### src/rtl/demux_pkg.sv
// Shared types and defaults for the word-stream demultiplexer.
//   word_t       : default-width data word
//   sel_t        : default-width lane select
//   lane_state_t : per-lane holding-buffer state
package demux_pkg;

    localparam int unsigned DEFAULT_N     = 32;
    localparam int unsigned DEFAULT_LANES = 32;
    localparam int unsigned DEFAULT_CNT_W = 16;

    typedef logic [DEFAULT_N-1:0]              word_t;
    typedef logic [$clog2(DEFAULT_LANES)-1:0]  sel_t;

    typedef enum logic {
        LANE_EMPTY = 1'b0,
        LANE_FULL  = 1'b1
    } lane_state_t;

endpackage

### src/rtl/demux_lane.sv
// One-entry registered holding buffer for a single output lane.
//   clk      in   clock, rising edge
//   rst_n    in   asynchronous active-low reset
//   load     in   write d into the buffer this cycle (only when can_load)
//   d        in   incoming word
//   q        out  held word; changes only on load
//   valid    out  buffer holds a word
//   ready    in   consumer takes the held word this cycle
//   can_load out  buffer can accept a word this cycle (empty or draining)
module demux_lane
    import demux_pkg::*;
#(
    parameter int unsigned N = DEFAULT_N
) (
    input  logic         clk,
    input  logic         rst_n,
    input  logic         load,
    input  logic [N-1:0] d,
    output logic [N-1:0] q,
    output logic         valid,
    input  logic         ready,
    output logic         can_load
);

    lane_state_t state_q;
    lane_state_t state_d;

    always_ff @(posedge clk or negedge rst_n) begin
        if (!rst_n) begin
            state_q <= LANE_EMPTY;
        end else begin
            state_q <= state_d;
        end
    end

    always_comb begin
        state_d = state_q;
        case (state_q)
            LANE_EMPTY: if (load)           state_d = LANE_FULL;
            LANE_FULL:  if (!load && ready) state_d = LANE_EMPTY;
            default:                        state_d = LANE_EMPTY;
        endcase
    end

    always_ff @(posedge clk or negedge rst_n) begin
        if (!rst_n) begin
            q <= '0;
        end else if (load) begin
            q <= d;
        end
    end

    assign valid    = (state_q == LANE_FULL);
    // A full lane being drained this cycle can take a replacement word with no bubble.
    assign can_load = !valid || ready;

endmodule

### src/rtl/demux_stream.sv
// Steers one N-bit word stream to one of LANES output lanes chosen per word.
// Each lane owns a one-entry holding buffer, so a stalled lane never blocks
// or corrupts the others. Selects at or above LANES are consumed and dropped.
//   clk       in   clock, rising edge
//   rst_n     in   asynchronous active-low reset (released synchronously upstream)
//   in_data   in   input word
//   in_sel    in   destination lane
//   in_valid  in   producer has a word
//   in_ready  out  word accepted this cycle (independent of in_valid)
//   out_data  out  per-lane held word
//   out_valid out  per-lane word present
//   out_ready in   per-lane consumer takes word
//   sel_err   out  one-cycle pulse after a word with an illegal select is dropped
//   drop_cnt  out  saturating count of dropped words
module demux_stream
    import demux_pkg::*;
#(
    parameter int unsigned N     = DEFAULT_N,
    parameter int unsigned LANES = DEFAULT_LANES,
    parameter int unsigned SEL_W = $clog2(LANES),
    parameter int unsigned CNT_W = DEFAULT_CNT_W
) (
    input  logic             clk,
    input  logic             rst_n,
    input  logic [N-1:0]     in_data,
    input  logic [SEL_W-1:0] in_sel,
    input  logic             in_valid,
    output logic             in_ready,
    output logic [N-1:0]     out_data [LANES-1:0],
    output logic [LANES-1:0] out_valid,
    input  logic [LANES-1:0] out_ready,
    output logic             sel_err,
    output logic [CNT_W-1:0] drop_cnt
);

    logic [LANES-1:0] lane_can_load;
    logic [LANES-1:0] lane_load;
    logic             sel_illegal;
    logic             sel_ready;
    logic             accept;
    logic             drop;

    // Out-of-range selects only exist when LANES is not a power of two.
    if (LANES == (1 << SEL_W)) begin : g_pow2
        always_comb sel_illegal = 1'b0;
    end else begin : g_npow2
        localparam logic [SEL_W:0] LANES_EXT = (SEL_W+1)'(LANES);
        always_comb sel_illegal = ({1'b0, in_sel} >= LANES_EXT);
    end

    always_comb begin
        sel_ready = 1'b0;
        lane_load = '0;
        for (int unsigned k = 0; k < LANES; k++) begin
            if (in_sel == SEL_W'(k)) begin
                sel_ready = lane_can_load[k];
            end
        end
        // Held low in reset so nothing is taken while the lanes are cleared.
        in_ready = rst_n && (sel_illegal || sel_ready);
        accept   = in_valid && in_ready;
        drop     = accept && sel_illegal;
        for (int unsigned k = 0; k < LANES; k++) begin
            lane_load[k] = accept && !sel_illegal && (in_sel == SEL_W'(k));
        end
    end

    for (genvar k = 0; k < LANES; k++) begin : g_lane
        demux_lane #(
            .N(N)
        ) u_lane (
            .clk      (clk),
            .rst_n    (rst_n),
            .load     (lane_load[k]),
            .d        (in_data),
            .q        (out_data[k]),
            .valid    (out_valid[k]),
            .ready    (out_ready[k]),
            .can_load (lane_can_load[k])
        );
    end

    always_ff @(posedge clk or negedge rst_n) begin
        if (!rst_n) begin
            sel_err  <= 1'b0;
            drop_cnt <= '0;
        end else begin
            sel_err <= drop;
            if (drop && (drop_cnt != '1)) begin
                drop_cnt <= drop_cnt + 1'b1;
            end
        end
    end

endmodule

### config.mk
export PLATFORM = sky130hd
export DESIGN_NAME = demux_stream
export DESIGN_NICKNAME = d
export VERILOG_FILES = /design/src/rtl/demux_pkg.sv /design/src/rtl/demux_lane.sv /design/src/rtl/demux_stream.sv
export SDC_FILE = /design/constraint.sdc
export NUM_CORES = 1
export LEC_CHECK = 0
export CAP_MARGIN = 20
export CORE_AREA = 2 2 442 444
export DETAILED_ROUTE_END_ITERATION = 6
export DIE_AREA = 0 0 444 446
export PLACE_DENSITY = 0.41
export SYNTH_ARGS = -nofsm -noshare
export SYNTH_HDL_FRONTEND = slang
export SYNTH_SLANG_ARGS = --single-unit
### constraint.sdc
create_clock -name clk -period 4.7 [get_ports clk]
set_input_delay 1.41 -clock clk [delete_from_list [all_inputs] [get_ports clk]]
set_output_delay 1.41 -clock clk [all_outputs]
set_load 0.02 [all_outputs]
== Yosys cells after proc, flatten, opt, wreduce, memory -nomap -nowiden ==
Index checks and enable logic that the tools add are counted.

* Register bits: 1,056
* Latch bits: 0
* Memory bits (writable): 0
* ROM bits: 0
* Bits of input ports: 72
* Output and inout port bits: 1,074
* Memories kept: 0

* Add/subtract/negate cells: 0
* Multipliers: 0
* Divide/modulo/power cells: 0
* Order comparisons: 0
* Equality and inequality tests: 31
* Shift-type cells: 0
* Mux-type cells: 128
* Bitwise gates (word level): 32
* Reductions and logical operators: 163

{| class="wikitable"
|+ Operators by type and width
! operator !! count
|-
| $mux W1 || 96
|-
| $eq A5 B5 Y1 const B || 16
|-
| $logic_and A1 B1 Y1 || 66
|-
| $logic_not A1 Y1 || 64
|-
| $pmux W1 S2 || 32
|-
| $eq A5 B4 Y1 const B || 8
|-
| $logic_or A1 B1 Y1 || 32
|-
| $not A1 Y1 || 32
|-
| $eq A5 B3 Y1 const B || 4
|-
| $eq A5 B2 Y1 const B || 2
|-
| $eq A5 B1 Y1 const B || 1
|-
| $logic_not A5 Y1 || 1
|}

== Depth between registers and ports, before layout ==
Gate-level depths: netlist of run 1.

* Word-level depth: 41
* Depth in mapped cells: 13
* Gate-level depth less buffers: 8

== Modules after synthesis ==
A second synthesis of run 1 with hierarchy kept.

* Cell total of the unflattened synthesis: 2,422
* Area, all modules: 45,180.8 µm²

{| class="wikitable"
|+ Modules (own cells, without submodules)
! module !! times used !! cells each !! area an instance (µm²)
|-
| demux_lane || 32 || 71 || 1,378.8
|-
| demux_stream || 1 || 150 || 1,058.5
|}

== Worst setup path before layout of run 1 ==
No wires, ideal clock.

* Path kind: input -> output
* Start point: input port in_sel[4]
* End point: output port in_ready
* Arrival time: 3,418 ps
* Setup slack: -128 ps
* Cell stages on the path: 9
* Buffers on the path: 1
* Path through: buf_2 -> nor3b_4 -> a222oi_1 -> a2111o_1 -> a221oi_2 -> o21ai_1 -> nand2_1 -> nand2_1 -> a21boi_0

* Longest elaborated chain between the ends: 34

{| class="wikitable"
|+ RTL lines
! what !! line !! RTL
|-
| start, declared || demux_stream.sv:26 || <nowiki>input logic [SEL_W-1:0] in_sel,</nowiki>
|-
| $logic_not A5 Y1 || demux_stream.sv:55 || <nowiki>if (in_sel == SEL_W'(k)) begin</nowiki>
|-
| $mux W1 (31 in series) || demux_stream.sv:55 ||
|-
| $mux W1 * || demux_stream.sv:55 ||
|-
| $logic_and A1 B1 Y1 * || demux_stream.sv:60 || <nowiki>in_ready = rst_n && (sel_illegal || sel_ready);</nowiki>
|-
| end, declared || demux_stream.sv:28 || <nowiki>output logic in_ready,</nowiki>
|}

Every way passes the cells marked *; elsewhere a longest branch is shown, timed or not.

== Worst setup path after layout of run 1 ==
* Start point: input port out_ready[18]
* End point: output port in_ready

* Longest elaborated chain between the ends: 16

{| class="wikitable"
|+ RTL lines
! what !! line !! RTL
|-
| start, declared || demux_stream.sv:31 || <nowiki>input logic [LANES-1:0] out_ready,</nowiki>
|-
| $logic_or A1 B1 Y1 || demux_lane.sv:55 || <nowiki>assign can_load = !valid || ready;</nowiki>
|-
| $mux W1 (14 in series) || demux_stream.sv:55 ||
|-
| $logic_and A1 B1 Y1 || demux_stream.sv:60 ||
|}

Every way passes these cells.

==> results of run 1 <==
[layout by cell type, fill, tap and decap left out, types with 4 or more instances in the layout]
cell type        count
clkdlybuf4s50_1   1088
dfrtp_1           1056
mux2_2             927
clkbuf_16          133
buf_4              105
mux2_1              97
buf_12              44
clkbuf_1            37
buf_2               25
nand2_1             24
diode_2             21
clkbuf_8            18
conb_1              17
inv_1               16
nand3_4             16
clkinv_2            16
o21ai_0             15
nand2b_1            10
nand2b_4             7
inv_6                6
nor2b_1              5
nor3_1               5
inv_16               5
buf_6                5
nor2_1               4
nand3b_1             4
a21oi_1              4
nand2_4              4
dlygate4sd2_1        4
[routing by layer]
metal / part of all wire, % / up-vias / GRT usage [%]
met4: 4.3 / 14 / 7.942
met2: 50 / 916 / 31.69
li1: - / 11124 / -
met5: 0.050 / - / 0
met3: 7.2 / 294 / 5.773
met1: 38 / 14163 / 20.59
[registers in the layout (all words and copies together), names as in the netlist]
register,flops
g_lane.u_lane.q,1024
g_lane.u_lane.valid,32
[worst max-delay path: stages]
cell and delay, ns:
clkdlybuf4s50_1 0.48, or3_4 0.40, o311ai_2 0.09, o211ai_1 0.12
o21ai_1 0.18, nand2_1 0.07, nand2_1 0.08, a21boi_1 0.06
buf_4 0.17, buf_12 0.13
[power breakdown]
part	internal [mW]	switching (mW)
Clock	5.70	4.24
Combinational	2.26	2.72
Sequential	10.0	0.446
Total	18.0	7.40
[cell families (layout without fill, tap and decap cells)]
family          count (synthesis)  count (layout)
compound gates                 53              53
flops                        1056            1056
mux                          1024            1024
buf+inv                       278            1522
simple gates                  109             109
other cells                     1              38
[worst min path at each step]
stage | slack (ns) | depth (start not counted) | start | to
2_1_floorplan | 0.46 | 2 | g_lane[26].u_lane.valid | g_lane[26].u_lane.valid
3_3_place_gp | 0.47 | 1 | g_lane[12].u_lane.q[9] | g_lane[12].u_lane.q[9]
3_5_place_dp | 0.48 | 1 | g_lane[1].u_lane.q[23] | g_lane[1].u_lane.q[23]
4_1_cts | 0.49 | 1 | g_lane[14].u_lane.q[14] | g_lane[14].u_lane.q[14]
5_1_grt | 0.50 | 1 | g_lane[12].u_lane.q[9] | g_lane[12].u_lane.q[9]
6_report | 0.48 | 1 | g_lane[16].u_lane.q[10] | g_lane[16].u_lane.q[10]
[layout make-up]
cell class              instances  area share, %
flip-flops and latches       1056          44.22
multi-input cells            1203          21.77
repair buffers               1280          21.58
clock buffers                 188          6.216
well taps                    2542          5.322
clock inverters                36         0.6972
inverters                      18         0.1131
diodes                         21        0.08794
[what timing repair did]
action,4_1_cts,5_1_grt
pin swaps,8,10
gates resized for setup,49,26
setup buffers,3,1
endpoints found under the setup margin,1,1
==> results.sh, run 1 <==
export IMPL_clk_root_buffer_cell="clkbuf_16"
export IMPL_initial_utilization_pct=20.87
export IMPL_reg2reg_setup_slack_ns=1.54
export IMPL_cts_tree="done"
export IMPL_num_io_pins=1146
export IMPL_grt_pass1_vias=27200
export IMPL_grtUsageTotal_pct=18.29
export IMPL_grt_max_degree=154
export IMPL_nNetsFinal=3763
export IMPL_placedCellCount=6095
export IMPL_slew_viol_final=0
export IMPL_p_per_area_mw_per_mm2=424.4
export IMPL_yosysSeqAreaShare_pct=65.42
export IMPL_syn_cell_area_mm2=0.04039
export IMPL_regArea_mm2=0.02643
export IMPL_drive_gt1_share_pct=35.89
export IMPL_wl_per_cell_um=29.24
export IMPL_synthDistinctLibCells=54
export IMPL_power_mw=25.36
export IMPL_cp_endpoint="in_ready"
export IMPL_tns_ns=0
export IMPL_setup_viol=0
export IMPL_worst_slew_pin_slew_ns=1.135
export IMPL_p_leak_nw=27.86
export IMPL_synth_top_area_cell="dfrtp_1"
export IMPL_stdcell_count=6344
export IMPL_min_delay_path_class="flip-flop to flip-flop"
export IMPL_synth_area_mux_share_pct=28.55
export IMPL_min_period_ns=4.631
export IMPL_setup_worst_path_end_class="output pin"
export IMPL_r2r_start="g_lane[3].u_lane.valid"
export IMPL_status="complete, no violations"
export IMPL_clock_tree_buffer_depth=3
export IMPL_maxCapViolations=0
export IMPL_design_area_mm2=0.05976
export IMPL_ant_nets=0
export IMPL_dieArea_mm2=0.1980
export IMPL_cp_max_fo=2
export IMPL_synth_cells=2521
export IMPL_viasPerCell=4.179
export IMPL_place_ws_ns=-0.5179
export IMPL_hold_ws_ns=0.4847
export IMPL_multi_input_area_mm2=0.01301
export IMPL_path_clk_slew_ns=0.05
export IMPL_grt_pass1_wl_mm=247.4
export IMPL_yosys_area_share_xor_xnor_pct=0
export IMPL_hold_viol_final=0
export IMPL_io_buffers=1128
export IMPL_r2r_cells=9
export IMPL_peakVddDrop_mv=0.2643
export IMPL_max_slew_margin_pct=24.32
export IMPL_htree_levels=4
export IMPL_row_count=162
export IMPL_crit_type="input port to output pin"
export IMPL_worst_r2r_endpoint="g_lane[14].u_lane.q[9]"
export IMPL_final_core_util_pct=30.87
export IMPL_core_area_mm2=0.1936
export IMPL_overflow=0
export IMPL_crit_path_start_kind="input port"
export IMPL_place_gp_congestion=0.7739
export IMPL_holdBufCountCts=0
export IMPL_synth_area_leaders="dfrtp_1, mux2_2, mux2_1"
export IMPL_synth_edf_count=0
export IMPL_wl_mm=185.5
export IMPL_cts_sinks=1056
export IMPL_area_delta_synth_final_pct=47.94
export IMPL_initialDrtViolationCount=1224
export IMPL_required_ns=3.29
export IMPL_synth_simple_gate_area_share_pct=1.781
export IMPL_ys_top_cells_by_count="dfrtp_1, mux2_2, clkbuf_1"
export IMPL_syn_avg_cell_area_um2=16.02
export IMPL_cts_buffers=132
export IMPL_dp_hpwl_mm=131.7
export IMPL_synth_compound_area_share_pct=0.9354
export IMPL_fillers=19485
export IMPL_die_h_um=446
export IMPL_rsz0062_at_grt="true"
export IMPL_ys_flop_type="dfrtp_1"
export IMPL_worst_slack_ns=0.06939
export IMPL_critPathArrivalTime_ns=3.22
export IMPL_first_pass_iters=5
export IMPL_yosysMostFrequentCell="dfrtp_1"
export IMPL_placed_cell_area_mm2=0.05538
export IMPL_drc_errors=0
export IMPL_vias=26511
export IMPL_timing_final_crit_share_pct=98.52
export IMPL_fmax_ghz=0.2160
export IMPL_insertion_delay_ns=0.80
export IMPL_skew_ns=0.03871
export IMPL_antenna_found_initial=43
export IMPL_yosys_warnings=0
export IMPL_synth_top_area_share_pct=65.42
export IMPL_cp_startpoint="out_ready[18]"
export IMPL_async_flop_share_pct=100.0
export IMPL_dieWidth_um=444
export IMPL_synthAdderAreaFrac_pct=0
export IMPL_synth_top_family_by_area="multiplexers"
export IMPL_synth_seq_cells=1056
Power figures use the tool's default switching activity.
==> run 2: changes to the inputs <==
--- a/config.mk
+++ b/config.mk
@@ -5,7 +5,6 @@
 export SDC_FILE = /design/constraint.sdc
 export NUM_CORES = 1
 export LEC_CHECK = 0
-export CAP_MARGIN = 20
 export CORE_AREA = 2 2 442 444
 export DETAILED_ROUTE_END_ITERATION = 6
 export DIE_AREA = 0 0 444 446
==> run 2 against run 1 <==
Sequential share of layout area hardly changed. Clock skew is 0.00087 ns lower. Global-route usage stayed put. Setup slack better by 0.0023 ns. Die area stayed put. Cell count hardly changed. Critical path type unchanged. Critical endpoint unchanged. Largest cell class unchanged. Highest routed layer unchanged.
==> results.sh, run 2 (synthesis gave the netlist of run 1 again) <==
export IMPL_path_common_cell="nand2_1"
export IMPL_peakVddDrop_mv=0.2642
export IMPL_cts_tree="done"
export IMPL_min_delay_path_class="flip-flop to flip-flop"
export IMPL_largest_reg_flops=1024
export IMPL_cp_max_fo=3
export IMPL_fmax_ghz=0.2161
export IMPL_area_delta_synth_final_pct=47.84
export IMPL_slew_viol_final=0
export IMPL_drive_gt1_share_pct=35.87
export IMPL_worst_path_max_delay_cell="a2111o_1"
export IMPL_grt_busiest_layer="met2"
export IMPL_skew_ns=0.03785
export IMPL_clock_tree_buffer_depth=3
export IMPL_first_pass_iters=5
export IMPL_top_register="g_lane.u_lane.q"
export IMPL_critical_path_cell_chain="buf_8, nor3b_4, a222oi_1, a2111o_1, a221oi_2, o21ai_1, nand2_1, nand2_1, a21boi_1, buf_4, buf_12"
export IMPL_hold_viol_final=0
export IMPL_nNetsFinal=3762
export IMPL_tns_ns=0
export IMPL_required_ns=3.29
export IMPL_setup_worst_path_end_class="output pin"
export IMPL_grt_use_met3_pct=5.773
export IMPL_path_clk_slew_ns=0.05
export IMPL_initialDrtViolationCount=1187
export IMPL_place_gp_congestion=0.7739
export IMPL_grt_max_degree=154
export IMPL_final_common_cell="clkdlybuf4s50_1"
export IMPL_min_period_ns=4.628
export IMPL_grtUsageMet2_pct=31.69
export IMPL_crit_type="input port to output pin"
export IMPL_insertion_delay_ns=0.81
export IMPL_setup_viol=0
export IMPL_grtUsageMet1_pct=20.59
export IMPL_core_area_mm2=0.1936
export IMPL_ant_nets=0
export IMPL_p_leak_nw=27.85
export IMPL_critical_path_max_stage_delay_ns=0.46
export IMPL_grt_pass1_vias=27200
export IMPL_max_slew_margin_pct=22.48
export IMPL_timing_final_crit_share_pct=98.47
export IMPL_rsz0062_at_grt="true"
export IMPL_cts_sinks=1056
export IMPL_vias=26505
export IMPL_htree_levels=4
export IMPL_dieArea_mm2=0.1980
export IMPL_row_count=162
export IMPL_design_area_mm2=0.05972
export IMPL_dp_hpwl_mm=131.7
export IMPL_wl_per_cell_um=29.28
export IMPL_die_h_um=446
export IMPL_io_buffers=1128
export IMPL_num_io_pins=1146
export IMPL_drc_errors=0
export IMPL_cts_buffers=132
export IMPL_wl_mm=185.6
export IMPL_viasPerCell=4.182
export IMPL_status="complete, no violations"
export IMPL_dieWidth_um=444
export IMPL_placed_cell_area_mm2=0.05538
export IMPL_grtUsageTotal_pct=18.29
export IMPL_clk_root_buffer_cell="clkbuf_16"
export IMPL_grt_pass1_wl_mm=247.4
export IMPL_crit_path_start_kind="input port"
export IMPL_worst_slew_pin_slew_ns=1.163
export IMPL_critPathArrivalTime_ns=3.22
export IMPL_maxCapViolations=0
export IMPL_p_per_area_mw_per_mm2=424.6
export IMPL_final_cell_mix="clkdlybuf4s50_1, dfrtp_1, mux2_2, clkbuf_16, buf_4"
export IMPL_initial_utilization_pct=20.87
export IMPL_overflow=0
export IMPL_antenna_found_initial=43
-- run 2: layout make-up --
class                      count  area (um2)
inverter                      18       67.56
antenna                       16       40.04
clock inverter                36       416.7
timing repair buffer        1279       12870
multi-input combinational   1203       13010
tap                         2542        3181
sequential                  1056       26430
fill                       19484      133900
clock buffer                 188        3715
-- run 2: timing repair --
action | in CTS | in global routing
pin swaps | 8 | 10
endpoints found under the setup margin | 1 | 1
resized for setup | 49 | 26
hold buffers | 0 | 0
buffers inserted | 3 | 1
-- run 2: worst paths after layout --
check / startpoint / endpoint / slack [ns] / depth (start not counted)
max: in_sel[4] / in_ready / 0.07 / 11
max reg2reg: g_lane[3].u_lane.valid / g_lane[14].u_lane.q[9] / 1.55 / 9
min in group asynchronous: rst_n / g_lane[2].u_lane.valid / 0.79 / 2
min reg2reg: g_lane[16].u_lane.q[10] / g_lane[16].u_lane.q[10] / 0.48 / 1
min: g_lane[16].u_lane.q[10] / g_lane[16].u_lane.q[10] / 0.48 / 1
max in group asynchronous: rst_n / g_lane[9].u_lane.q[25] / 2.26 / 3
-- run 2: where the power goes --
| group | switching, mW | internal [mW] | leakage (nW) |
|---|---|---|---|
| Combinational | 2.71 | 2.25 | 11.5 |
| Sequential | 0.447 | 10.0 | 14.4 |
| Clock | 4.24 | 5.70 | 2.03 |
| Total | 7.40 | 18.0 | 27.8 |
-- run 2: per-stage QoR --
stage	hold WS (ns)	setup WS (ns)	std cells	power (mW)	util (%)
after floorplan	0.4614	0.02094	2537	12.65	-
after global placement	0.4721	-0.5207	6095	15.61	28.61
after detailed placement	0.4799	-0.5179	6095	15.65	28.61
final	0.4845	0.07171	6338	25.36	30.85
after CTS	0.4924	-0.01960	6322	25.83	30.81
after global routing	0.4965	-0.05770	6330	26.36	30.84
-- run 2: layer usage --
metal	part of all wire, %	wire length, um
met1	38	71410
met2	50	93560
met3	6.8	12540
met4	4.3	7988
met5	0.050	93
-- run 2: worst max-delay path, delay by kind of cell --
kind / cells / cell delay (ns)
AOI/OAI and AO/OA: 5 / 1.10
buffers and inverters: 3 / 0.37
and+or+nand+nor: 3 / 0.34
==> run 3: changes to the inputs <==
--- a/config.mk
+++ b/config.mk
@@ -5,10 +5,10 @@
 export SDC_FILE = /design/constraint.sdc
 export NUM_CORES = 1
 export LEC_CHECK = 0
-export CORE_AREA = 2 2 442 444
+export CORE_AREA = 10 10 438 440
 export DETAILED_ROUTE_END_ITERATION = 6
-export DIE_AREA = 0 0 444 446
-export PLACE_DENSITY = 0.41
+export DIE_AREA = 0 0 448 450
+export PLACE_DENSITY = 0.43
 export SYNTH_ARGS = -nofsm -noshare
 export SYNTH_HDL_FRONTEND = slang
 export SYNTH_SLANG_ARGS = --single-unit
==> run 3 against run 2 <==
The flow now finishes with violations (negative setup slack). Global-route usage about the same. Clock skew down 0.013 ns. Combinational power up 1%. Flip-flop and latch count unchanged. Largest power group unchanged.
==> results.sh, run 3 (synthesis gave the netlist of run 1 again) <==
export IMPL_skew_ns=0.02459
export IMPL_critical_path_max_stage_delay_ns=0.42
export IMPL_largest_reg_flops=1024
export IMPL_failed_checks="negative setup slack"
export IMPL_hold_viol_final=0
export IMPL_path_common_cell="buf_12"
export IMPL_crit_path_start_kind="input port"
export IMPL_min_delay_path_class="flip-flop to flip-flop"
export IMPL_wl_met2_mm=98.07
export IMPL_fmax_ghz=0.2108
export IMPL_rsz0062_at_grt="true"
export IMPL_insertion_delay_ns=0.79
export IMPL_dieWidth_um=448
export IMPL_setup_worst_path_end_class="output pin"
export IMPL_drive_gt1_share_pct=36.11
export IMPL_maxCapViolations=0
export IMPL_place_ws_ns=-0.7096
export IMPL_wl_met3_mm=15.42
export IMPL_cts_buffers=131
export IMPL_overflow=0
export IMPL_antenna_found_initial=35
export IMPL_holdBufCountCts=0
export IMPL_place_gp_congestion=0.8089
export IMPL_htree_levels=4
export IMPL_setup_viol=1
export IMPL_core_area_mm2=0.1827
export IMPL_num_io_pins=1146
export IMPL_cp_top_family="compound AO/OA/AOI/OAI gates"
export IMPL_grtUsageTotal_pct=18.30
export IMPL_placedCellCount=5952
export IMPL_wl_mm=190.8
export IMPL_initial_utilization_pct=22.11
export IMPL_cp_startpoint="in_sel[1]"
export IMPL_cp_max_fo=6
export IMPL_cts_sinks=1056
export IMPL_p_per_area_mw_per_mm2=431.9
export IMPL_cts_tree="done"
export IMPL_cp_depth=12
export IMPL_cp_endpoint="in_ready"
export IMPL_critical_path_cell_chain="buf_12, buf_12, nor2_4, a221oi_2, a2111o_1, a221oi_2, o21ai_1, nand2_1, nand2_1, a21boi_2, buf_6, buf_12"
export IMPL_initialDrtViolationCount=1478
export IMPL_r2r_start="g_lane[3].u_lane.valid"
export IMPL_dp_hpwl_mm=137.8
export IMPL_row_count=157
export IMPL_required_ns=3.29
export IMPL_timing_final_crit_share_pct=100.9
export IMPL_status="finished with violations"
export IMPL_final_common_cell="clkdlybuf4s50_1"
export IMPL_worst_slew_pin_slew_ns=1.208
export IMPL_dieArea_mm2=0.2016
export IMPL_r2r_cells=11
export IMPL_p_leak_nw=28.06
export IMPL_vias=26532
export IMPL_stdcell_count=6199
export IMPL_route_top_layer_used="met5"
export IMPL_min_period_ns=4.744
export IMPL_ant_nets=0
export IMPL_path_buf_inv=4
export IMPL_max_slew_margin_pct=19.46
export IMPL_final_cell_mix="clkdlybuf4s50_1, dfrtp_1, mux2_2, clkbuf_16, buf_4"
export IMPL_clk_root_buffer_cell="clkbuf_16"
export IMPL_grt_pass1_wl_mm=255.0
export IMPL_worst_slack_ns=-0.04423
export IMPL_grt_pass1_vias=27491
export IMPL_peakVddDrop_mv=0.3334
export IMPL_viasPerCell=4.280
export IMPL_nNetsFinal=3773
export IMPL_slew_viol_final=0
export IMPL_clock_tree_buffer_depth=3
export IMPL_worst_path_max_delay_cell="a2111o_1"
export IMPL_final_core_util_pct=32.82
export IMPL_reg2reg_setup_slack_ns=1.71
export IMPL_io_buffers=1128
export IMPL_crit_type="input port to output pin"
export IMPL_top_register="g_lane.u_lane.q"
export IMPL_die_h_um=450
export IMPL_critPathArrivalTime_ns=3.33
export IMPL_first_pass_iters=4
export IMPL_wl_per_cell_um=30.79
export IMPL_drc_errors=0
export IMPL_worst_r2r_endpoint="g_lane[20].u_lane.q[21]"
export IMPL_area_delta_synth_final_pct=48.44
export IMPL_wl_met1_mm=72.25
export IMPL_grt_max_degree=158
export IMPL_path_clk_slew_ns=0.06
## run 3: what timing repair did
action                     in CTS  in global routing
setup buffers                   1                  0
pin swaps                      10                  0
cloned                          1                  0
setup endpoints to repair       1                  1
gates resized for setup        55                  1
## run 3: worst min-delay path by stage
stage / endpoint / from / slack (ns) / depth (start not counted)
3_5_place_dp: g_lane[14].u_lane.q[25] / g_lane[14].u_lane.q[25] / 0.48 / 1
4_1_cts: g_lane[1].u_lane.q[6] / g_lane[1].u_lane.q[6] / 0.49 / 1
2_1_floorplan: g_lane[26].u_lane.valid / g_lane[26].u_lane.valid / 0.46 / 2
6_report: g_lane[16].u_lane.q[9] / g_lane[16].u_lane.q[9] / 0.49 / 1
5_1_grt: g_lane[16].u_lane.q[9] / g_lane[16].u_lane.q[9] / 0.50 / 1
3_3_place_gp: g_lane[1].u_lane.q[5] / g_lane[1].u_lane.q[5] / 0.47 / 1
## run 3: layout make-up
cell class,instances,area (um2)
fill,18230,122700
sequential,1056,26430
timing repair buffer,1291,13080
multi-input combinational,1203,12950
clock buffer,198,3968
tap,2385,2984
clock inverter,31,439.2
inverter,18,67.56
antenna,17,42.54
## run 3: metrics by stage
| step | setup TNS, ns | hold WS [ns] | area (um2) | power [mW] |
|---|---|---|---|---|
| 6_report | -0.04423 | 0.4856 | 59960 | 25.90 |
| 5_1_grt | -0.1816 | 0.4993 | 59920 | 26.93 |
| 4_1_cts | -0.07107 | 0.4923 | 59920 | 26.39 |
| 3_5_place_dp | -2.025 | 0.4799 | 55420 | 15.73 |
| 3_3_place_gp | -8.527 | 0.4731 | 55420 | 15.69 |
| 2_1_floorplan | 0 | 0.4614 | 40450 | 12.65 |
## run 3: worst reg2reg max path: stages, from the launching register on
cell and delay (ns):
dfrtp_1 0.40, nand3b_1 0.11, o311ai_2 0.13, a2111o_1 0.47, a221oi_2 0.24, o21ai_1 0.12
buf_4 0.17, a21boi_4 0.17, buf_4 0.26, nand3_4 0.12, buf_12 0.18, mux2_1 0.48
## run 3: routing by layer
| metal | GRT usage (%) | vias to the layer above |
|---|---|---|
| met3 | 6.526 | 223 |
| met5 | 0 | - |
| met1 | 20.54 | 14271 |
| met4 | 4.716 | 6 |
| met2 | 32.65 | 859 |
| li1 | - | 11173 |
## run 3: where the power goes
group | total (mW) | internal [mW] | switching (mW)
Sequential | 10.4 | 10.0 | 0.448
Combinational | 5.03 | 2.26 | 2.77
Clock | 10.4 | 6.27 | 4.15
